--- src/rtl/module_sp_pkg.sv ---
// module_sp_pkg: shared constants and state encoding for the serial-to-parallel receiver
// Contents: COMMA idle/alignment symbol (also used by the transmitter), FSM state type, bit-counter width.
package sp_pkg;
    localparam logic [7:0] COMMA = 8'hBC;
    localparam int CNT_W = 3;
    typedef enum logic [1:0] {
        SEARCH = 2'd0,
        LOCK   = 2'd1,
        ACTIVE = 2'd2
    } state_e;
endpackage

--- src/rtl/module_sp_if.sv ---
// module_sp_if: serial-in / byte-out bundle of the receiver
// Signals: data_in_SP (serial bit, MSB first), data_out_SP[7:0], valid_out_SP, byte_strobe_SP, active_SP.
// Modports: master = stream source / byte consumer, slave = the receiver.
interface module_sp_if;
    logic       data_in_SP;
    logic [7:0] data_out_SP;
    logic       valid_out_SP;
    logic       byte_strobe_SP;
    logic       active_SP;
    modport master (output data_in_SP, input data_out_SP, valid_out_SP, byte_strobe_SP, active_SP);
    modport slave  (input data_in_SP, output data_out_SP, valid_out_SP, byte_strobe_SP, active_SP);
endinterface

--- src/rtl/module_sp_comma_det.sv ---
// sp_comma_det: comma compare on the candidate byte plus the byte-phase counter
// Ports: clk_32f, reset_L (async, active-low), w_i candidate byte, locked_i (FSM out of SEARCH),
//        is_comma_o (w_i == COMMA), boundary_o (last bit of an aligned byte is being sampled).
module sp_comma_det
    import sp_pkg::*;
(
    input  logic       clk_32f,
    input  logic       reset_L,
    input  logic [7:0] w_i,
    input  logic       locked_i,
    output logic       is_comma_o,
    output logic       boundary_o
);
    logic [CNT_W-1:0] bit_cnt_q;
    logic [CNT_W-1:0] bit_cnt_d;
    assign is_comma_o = w_i == COMMA;
    assign boundary_o = locked_i && bit_cnt_q == '1;
    // Held at 0 while hunting so the first locked cycle starts phase 0 right after detection.
    assign bit_cnt_d  = locked_i ? bit_cnt_q + CNT_W'(1) : '0;
    always_ff @(posedge clk_32f or negedge reset_L) begin
        if (!reset_L) bit_cnt_q <= '0;
        else          bit_cnt_q <= bit_cnt_d;
    end
endmodule

--- src/rtl/module_sp.sv ---
// module_sp: serial-to-parallel receiver with comma alignment and link-active detection
// Ports: clk_32f (bit clock), reset_L (async, active-low), sp (module_sp_if.slave):
//        data_in_SP serial in; data_out_SP/valid_out_SP held byte + valid; byte_strobe_SP
//        boundary pulse; active_SP link synchronized.
// Optional: define SP_RESYNC_EN to drop back to SEARCH after RUN_LIMIT consecutive non-comma bytes.
module module_sp
    import sp_pkg::*;
#(
    parameter int unsigned COMMA_COUNT = 4,
    parameter int unsigned RUN_LIMIT   = 16
) (
    input logic        clk_32f,
    input logic        reset_L,
    module_sp_if.slave sp
);
    localparam logic [4:0] CC = 5'(COMMA_COUNT);
    if (COMMA_COUNT < 1 || COMMA_COUNT > 15 || RUN_LIMIT < 1 || RUN_LIMIT > 31) begin : g_bad_param
        $error("module_sp: COMMA_COUNT must be 1..15 and RUN_LIMIT 1..31");
    end
    state_e     state_q;
    logic [6:0] sh_q;
    logic [3:0] bc_cnt_q;
    logic [7:0] data_q;
    logic       valid_q;
    logic       strobe_q;
    logic       active_q;
    logic [7:0] w;
    logic [4:0] bc_inc;
    logic [3:0] bc_sat;
    logic       is_comma;
    logic       boundary;
`ifdef SP_RESYNC_EN
    localparam logic [4:0] RL = 5'(RUN_LIMIT);
    logic [4:0] run_q;
    logic [4:0] run_inc;
    assign run_inc = run_q + 5'd1;
`endif
    // Candidate byte includes the bit arriving this edge, so bytes appear with no extra latency.
    assign w      = {sh_q, sp.data_in_SP};
    assign bc_inc = {1'b0, bc_cnt_q} + 5'd1;
    assign bc_sat = &bc_cnt_q ? bc_cnt_q : bc_inc[3:0];
    sp_comma_det u_det (
        .clk_32f    (clk_32f),
        .reset_L    (reset_L),
        .w_i        (w),
        .locked_i   (state_q != SEARCH),
        .is_comma_o (is_comma),
        .boundary_o (boundary)
    );
    always_ff @(posedge clk_32f or negedge reset_L) begin
        if (!reset_L) begin
            state_q  <= SEARCH;
            sh_q     <= '0;
            bc_cnt_q <= '0;
            data_q   <= '0;
            valid_q  <= 1'b0;
            strobe_q <= 1'b0;
            active_q <= 1'b0;
`ifdef SP_RESYNC_EN
            run_q    <= '0;
`endif
        end else begin
            sh_q     <= w[6:0];
            strobe_q <= 1'b0;
            case (state_q)
                SEARCH: if (is_comma) begin
                    strobe_q <= 1'b1;
                    bc_cnt_q <= 4'd1;
                    state_q  <= COMMA_COUNT == 1 ? ACTIVE : LOCK;
                    active_q <= COMMA_COUNT == 1;
                end
                LOCK: if (boundary) begin
                    strobe_q <= 1'b1;
                    if (!is_comma) begin
                        state_q  <= SEARCH;
                        bc_cnt_q <= '0;
                    end else begin
                        bc_cnt_q <= bc_sat;
                        if (bc_inc == CC) begin
                            state_q  <= ACTIVE;
                            active_q <= 1'b1;
                        end
                    end
                end
                ACTIVE: if (boundary) begin
                    strobe_q <= 1'b1;
`ifdef SP_RESYNC_EN
                    // Too long without an aligned comma: drop sync but keep the last byte on the bus.
                    if (!is_comma && run_inc == RL) begin
                        state_q  <= SEARCH;
                        active_q <= 1'b0;
                        valid_q  <= 1'b0;
                        bc_cnt_q <= '0;
                        run_q    <= '0;
                    end else begin
                        data_q  <= w;
                        valid_q <= !is_comma;
                        run_q   <= is_comma ? 5'd0 : run_inc;
                    end
`else
                    data_q  <= w;
                    valid_q <= !is_comma;
`endif
                end
                default: state_q <= SEARCH;
            endcase
        end
    end
    assign sp.data_out_SP    = data_q;
    assign sp.valid_out_SP   = valid_q;
    assign sp.byte_strobe_SP = strobe_q;
    assign sp.active_SP      = active_q;
endmodule

--- src/flat_wrapper.sv ---
// flat-port wrapper written by rule: the top's interface ports become plain ports
module module_sp_flat import sp_pkg::*;
#(
    parameter int unsigned COMMA_COUNT = 4,
    parameter int unsigned RUN_LIMIT   = 16
)
  (clk_32f, reset_L, sp_data_in_SP, sp_data_out_SP, sp_valid_out_SP, sp_byte_strobe_SP, sp_active_SP);
  module_sp_if sp_i ();
  input logic clk_32f;
  input logic reset_L;
  input wire logic [$bits(sp_i.data_in_SP)-1:0] sp_data_in_SP;
  output wire logic [$bits(sp_i.data_out_SP)-1:0] sp_data_out_SP;
  output wire logic [$bits(sp_i.valid_out_SP)-1:0] sp_valid_out_SP;
  output wire logic [$bits(sp_i.byte_strobe_SP)-1:0] sp_byte_strobe_SP;
  output wire logic [$bits(sp_i.active_SP)-1:0] sp_active_SP;
  assign sp_i.data_in_SP = sp_data_in_SP;
  assign sp_data_out_SP = sp_i.data_out_SP;
  assign sp_valid_out_SP = sp_i.valid_out_SP;
  assign sp_byte_strobe_SP = sp_i.byte_strobe_SP;
  assign sp_active_SP = sp_i.active_SP;
  module_sp #(.COMMA_COUNT(COMMA_COUNT), .RUN_LIMIT(RUN_LIMIT)) u_core (.clk_32f(clk_32f), .reset_L(reset_L), .sp(sp_i));
endmodule
--- config.mk ---
export PLATFORM = sky130hd
export DESIGN_NAME = module_sp_flat
export DESIGN_NICKNAME = d
export VERILOG_FILES = /design/src/rtl/module_sp_pkg.sv /design/src/rtl/module_sp_if.sv /design/src/rtl/module_sp_comma_det.sv /design/src/rtl/module_sp.sv /design/src/flat_wrapper.sv
export SDC_FILE = /design/constraint.sdc
export NUM_CORES = 1
export LEC_CHECK = 0
export BUFFER_PORTS_ARGS = -buffer_cell sky130_fd_sc_hd__buf_2
export CORE_UTILIZATION = 59
export CTS_CLUSTER_SIZE = 16
export DETAILED_ROUTE_END_ITERATION = 7
export PLACE_DENSITY_LB_ADDON = 0.25
export SYNTH_ARGS = -nofsm -noshare
export SYNTH_HDL_FRONTEND = slang
export SYNTH_HIERARCHICAL = 1
export SYNTH_SLANG_ARGS = --single-unit
--- constraint.sdc ---
create_clock -name clk_32f -period 5.2 [get_ports clk_32f]
set_input_delay 0.26 -clock clk_32f [delete_from_list [all_inputs] [get_ports clk_32f]]
set_output_delay 0.26 -clock clk_32f [all_outputs]
set_load 0.01 [all_outputs]
==> flow_summary.json <==
{
  "insertion_delay_ps": 330,
  "yosys-top-cells-area": "dfrtp_1, mux2_2, ha_1",
  "cellLeakagePower_nw": 0.642,
  "drtAntennaViolNets": 0,
  "ir_worst_vdd_v": 0.000273,
  "gr-total-overflow": 0,
  "avgSynthCellArea_um2": 12.5,
  "vias": 757,
  "areaGrowthSynthToFinish_pct": 10.9,
  "critical_path_required_ps": 5430,
  "crit_slowest_cell": "nor4_2",
  "cts_max_level": 1,
  "grt_pass1_wl_um": 3310,
  "cp_cell_sequence": "nand4b_1, nor4_2, inv_2, a211o_1, nor2_1, mux2_2",
  "clk_pin_slew_ps": 150,
  "yosys.area_share.simple_pct": 13.1,
  "critPathMaxFanout": 8,
  "multiInputGateArea_um2": 453,
  "diodes": 0,
  "ctsRootBufferMaster": "clkbuf_4",
  "clock_sinks": 27,
  "cap_violations": 0,
  "nets": 121,
  "outcome": "finished, final reports clean",
  "pin_count": 14,
  "power.total_w": 0.000447,
  "synth_compound_area_share_pct": 7.88,
  "syn_area_um2": 1160,
  "post-route-period-util_pct": 47.4,
  "fin_crit_ps": 2460,
  "drive_above_1_share_pct": 28.2,
  "synth_top_area_share_pct": 58.3,
  "finalSetupViolCount": 0,
  "cts_buffers": 3,
  "cpPeakStageDelay_ps": 610,
  "syn_nets": 103,
  "yosysWarningCount": 6,
  "yosysSeqAreaShare_pct": 58.3,
  "finalNonFillerCells": 135,
  "final_cell_mix": "dfrtp_1, buf_2, mux2_2",
  "cts_buffer_depth": 2,
  "yosys-mux-area-fraction_pct": 10.6,
  "grt_max_degree": 28,
  "synth_xor_area_share_pct": 0,
  "rsz0062_at_grt": "false",
  "cts_tree": "done",
  "synthAdderAreaFrac_pct": 7.56,
  "register_area_um2": 676,
  "worst_pin_slew_ps": 695,
  "layout_commonest_cell": "dfrtp_1",
  "die_h_um": 46.3,
  "fillers": 122,
  "holdCritPathClass": "in -> reg",
  "first_pass_iters": 4,
  "yosysTopAreaCell": "dfrtp_1",
  "grt_pass1_vias": 781,
  "setup_tns_ps": 0,
  "yosys_register_bits": 27,
  "dieArea_um2": 2150,
  "synth_top_family_by_area": "simple AND/OR/NAND/NOR gates",
  "start_kind": "flip-flop",
  "powerDensity_nw_per_um2": 348,
  "hold_viol_final": 0,
  "finalClockSkew_ps": 8.25,
  "place.gp.congestion": 0.876,
  "fin_util_pct": 72.1,
  "post_cts_buffers": 0,
  "io_buffers": 13,
  "rows": 15,
  "drc_errors": 0,
  "die_w_um": 46.3,
  "cp_data_arrival_time_ps": 2690,
  "initial_core_util_pct": 65.0,
  "grt_usage_pct": 22.7,
  "drt_wl_total_um": 2000,
  "netlist_instances": 93,
  "dp_cells": 130,
  "first_iter_violations": 31,
  "worstSetupEndpointType": "flip-flop",
  "antenna_found_initial": 0,
  "worstSetupPathType": "reg -> reg",
  "core_area_um2": 1780,
  "maxSlewHeadroom_pct": 53.3,
  "netlist-cell-type-count": 28,
  "finalMaxSlewViolations": 0,
  "max_freq_ghz": 0.406,
  "via_per_inst": 5.61,
  "dp_hpwl_um": 1470,
  "wire_per_inst_um": 14.8
}
flip-flops by register name, summed over array words and instances, names as in the netlist:
register and count:
u_core/sp.data_out_SP 8, u_core/sh_q 7, u_core/bc_cnt_q 4, u_core/u_det/bit_cnt_q 3, u_core/state_q 2, u_core/sp.active_SP 1
u_core/sp.byte_strobe_SP 1, u_core/sp.valid_out_SP 1
per-stage QoR:
step,instance area (um^2),hold WS [ps],setup WS [ps]
final,1280,66.1,2740
after CTS,1280,51.9,2790
after floorplan,1160,-35.6,3120
after global placement,1240,283,3020
after global routing,1280,28.3,2590
after detailed placement,1240,291,2860
Yosys cell counts:
cell type	n
nor2_1	5
a211o_1	1
or4_1	1
buf_6	1
and3_2	1
nand2_1	9
o21ai_0	3
nand4_1	1
mux2_2	10
o21a_1	1
o22ai_1	1
nor4_2	1
a31oi_1	1
inv_1	4
nand4b_1	1
and2_1	3
nor3b_1	1
nand3_1	2
nor2b_1	1
mux2i_1	1
a21oi_1	5
ha_1	7
inv_2	1
dfrtp_1	27
nor2b_4	1
o211ai_1	1
a211oi_1	1
o31ai_1	1
path summary, 6_finish.rpt:
kind	startpoint	endpoint	slack [ps]	depth (start not counted)
min in group asynchronous	reset_L	u_core/sh_q[5]$_DFF_PN0_	460	2
hold / removal	sp_data_in_SP	u_core/sh_q[0]$_DFF_PN0_	70	1
max in group asynchronous	reset_L	u_core/sp.active_SP$_DFFE_PN0P_	4360	2
setup reg to reg	u_core/sh_q[5]$_DFF_PN0_	u_core/bc_cnt_q[0]$_DFFE_PN0P_	2740	6
setup / recovery	u_core/sh_q[5]$_DFF_PN0_	u_core/bc_cnt_q[0]$_DFFE_PN0P_	2740	6
hold reg to reg	u_core/sh_q[2]$_DFF_PN0_	u_core/sh_q[3]$_DFF_PN0_	420	0
worst max-delay path, delay by kind of cell, from the launching register on:
family	cells	cell delay, ps
buffers and inverters	1	130
multiplexers	1	370
flip-flops	1	430
AND/OR/NAND/NOR	3	1060
AO/OA/AOI/OAI	1	360
layer usage:
layer	part of all wire [%]	GRT usage [%]	up-vias
li1	-	-	357
met1	43	26.8	372
met2	52	38.1	23
met3	4.9	8.24	5
met4	1.0	7.06	0
met5	0	0	-
report_power, final:
group          total [W]  switching, W  internal (W)
clock          0.0000938     0.0000625     0.0000314
combinational   0.000108     0.0000617     0.0000465
sequential      0.000245     0.0000148      0.000230
area by class of cell:
type / count / share of cell area [%]
Tap cell: 25 / 2.43
Clock inverter: 1 / 0.682
Multi-Input combinational cell: 60 / 35.2
Clock buffer: 3 / 1.75
Timing Repair Buffer: 14 / 5.84
Inverter: 5 / 1.46
Sequential cell: 27 / 52.6
logic make-up (layout without fill, tap and decap cells):
| logic type | after synthesis | after routing |
|---|---|---|
| buffers and inverters | 6 | 23 |
| adder cells (fa/ha/maj) | 7 | 7 |
| multiplexers | 11 | 11 |
| AND/OR/NAND/NOR | 27 | 27 |
| flip-flops | 27 | 27 |
| AO/OA/AOI/OAI | 15 | 15 |
repair_timing:
item                                   4_1_cts  5_1_grt
endpoints found under the hold margin       27        0
hold buffers                                 1        0
gates resized for setup                      0        0
Power figures use the tool's default switching activity.
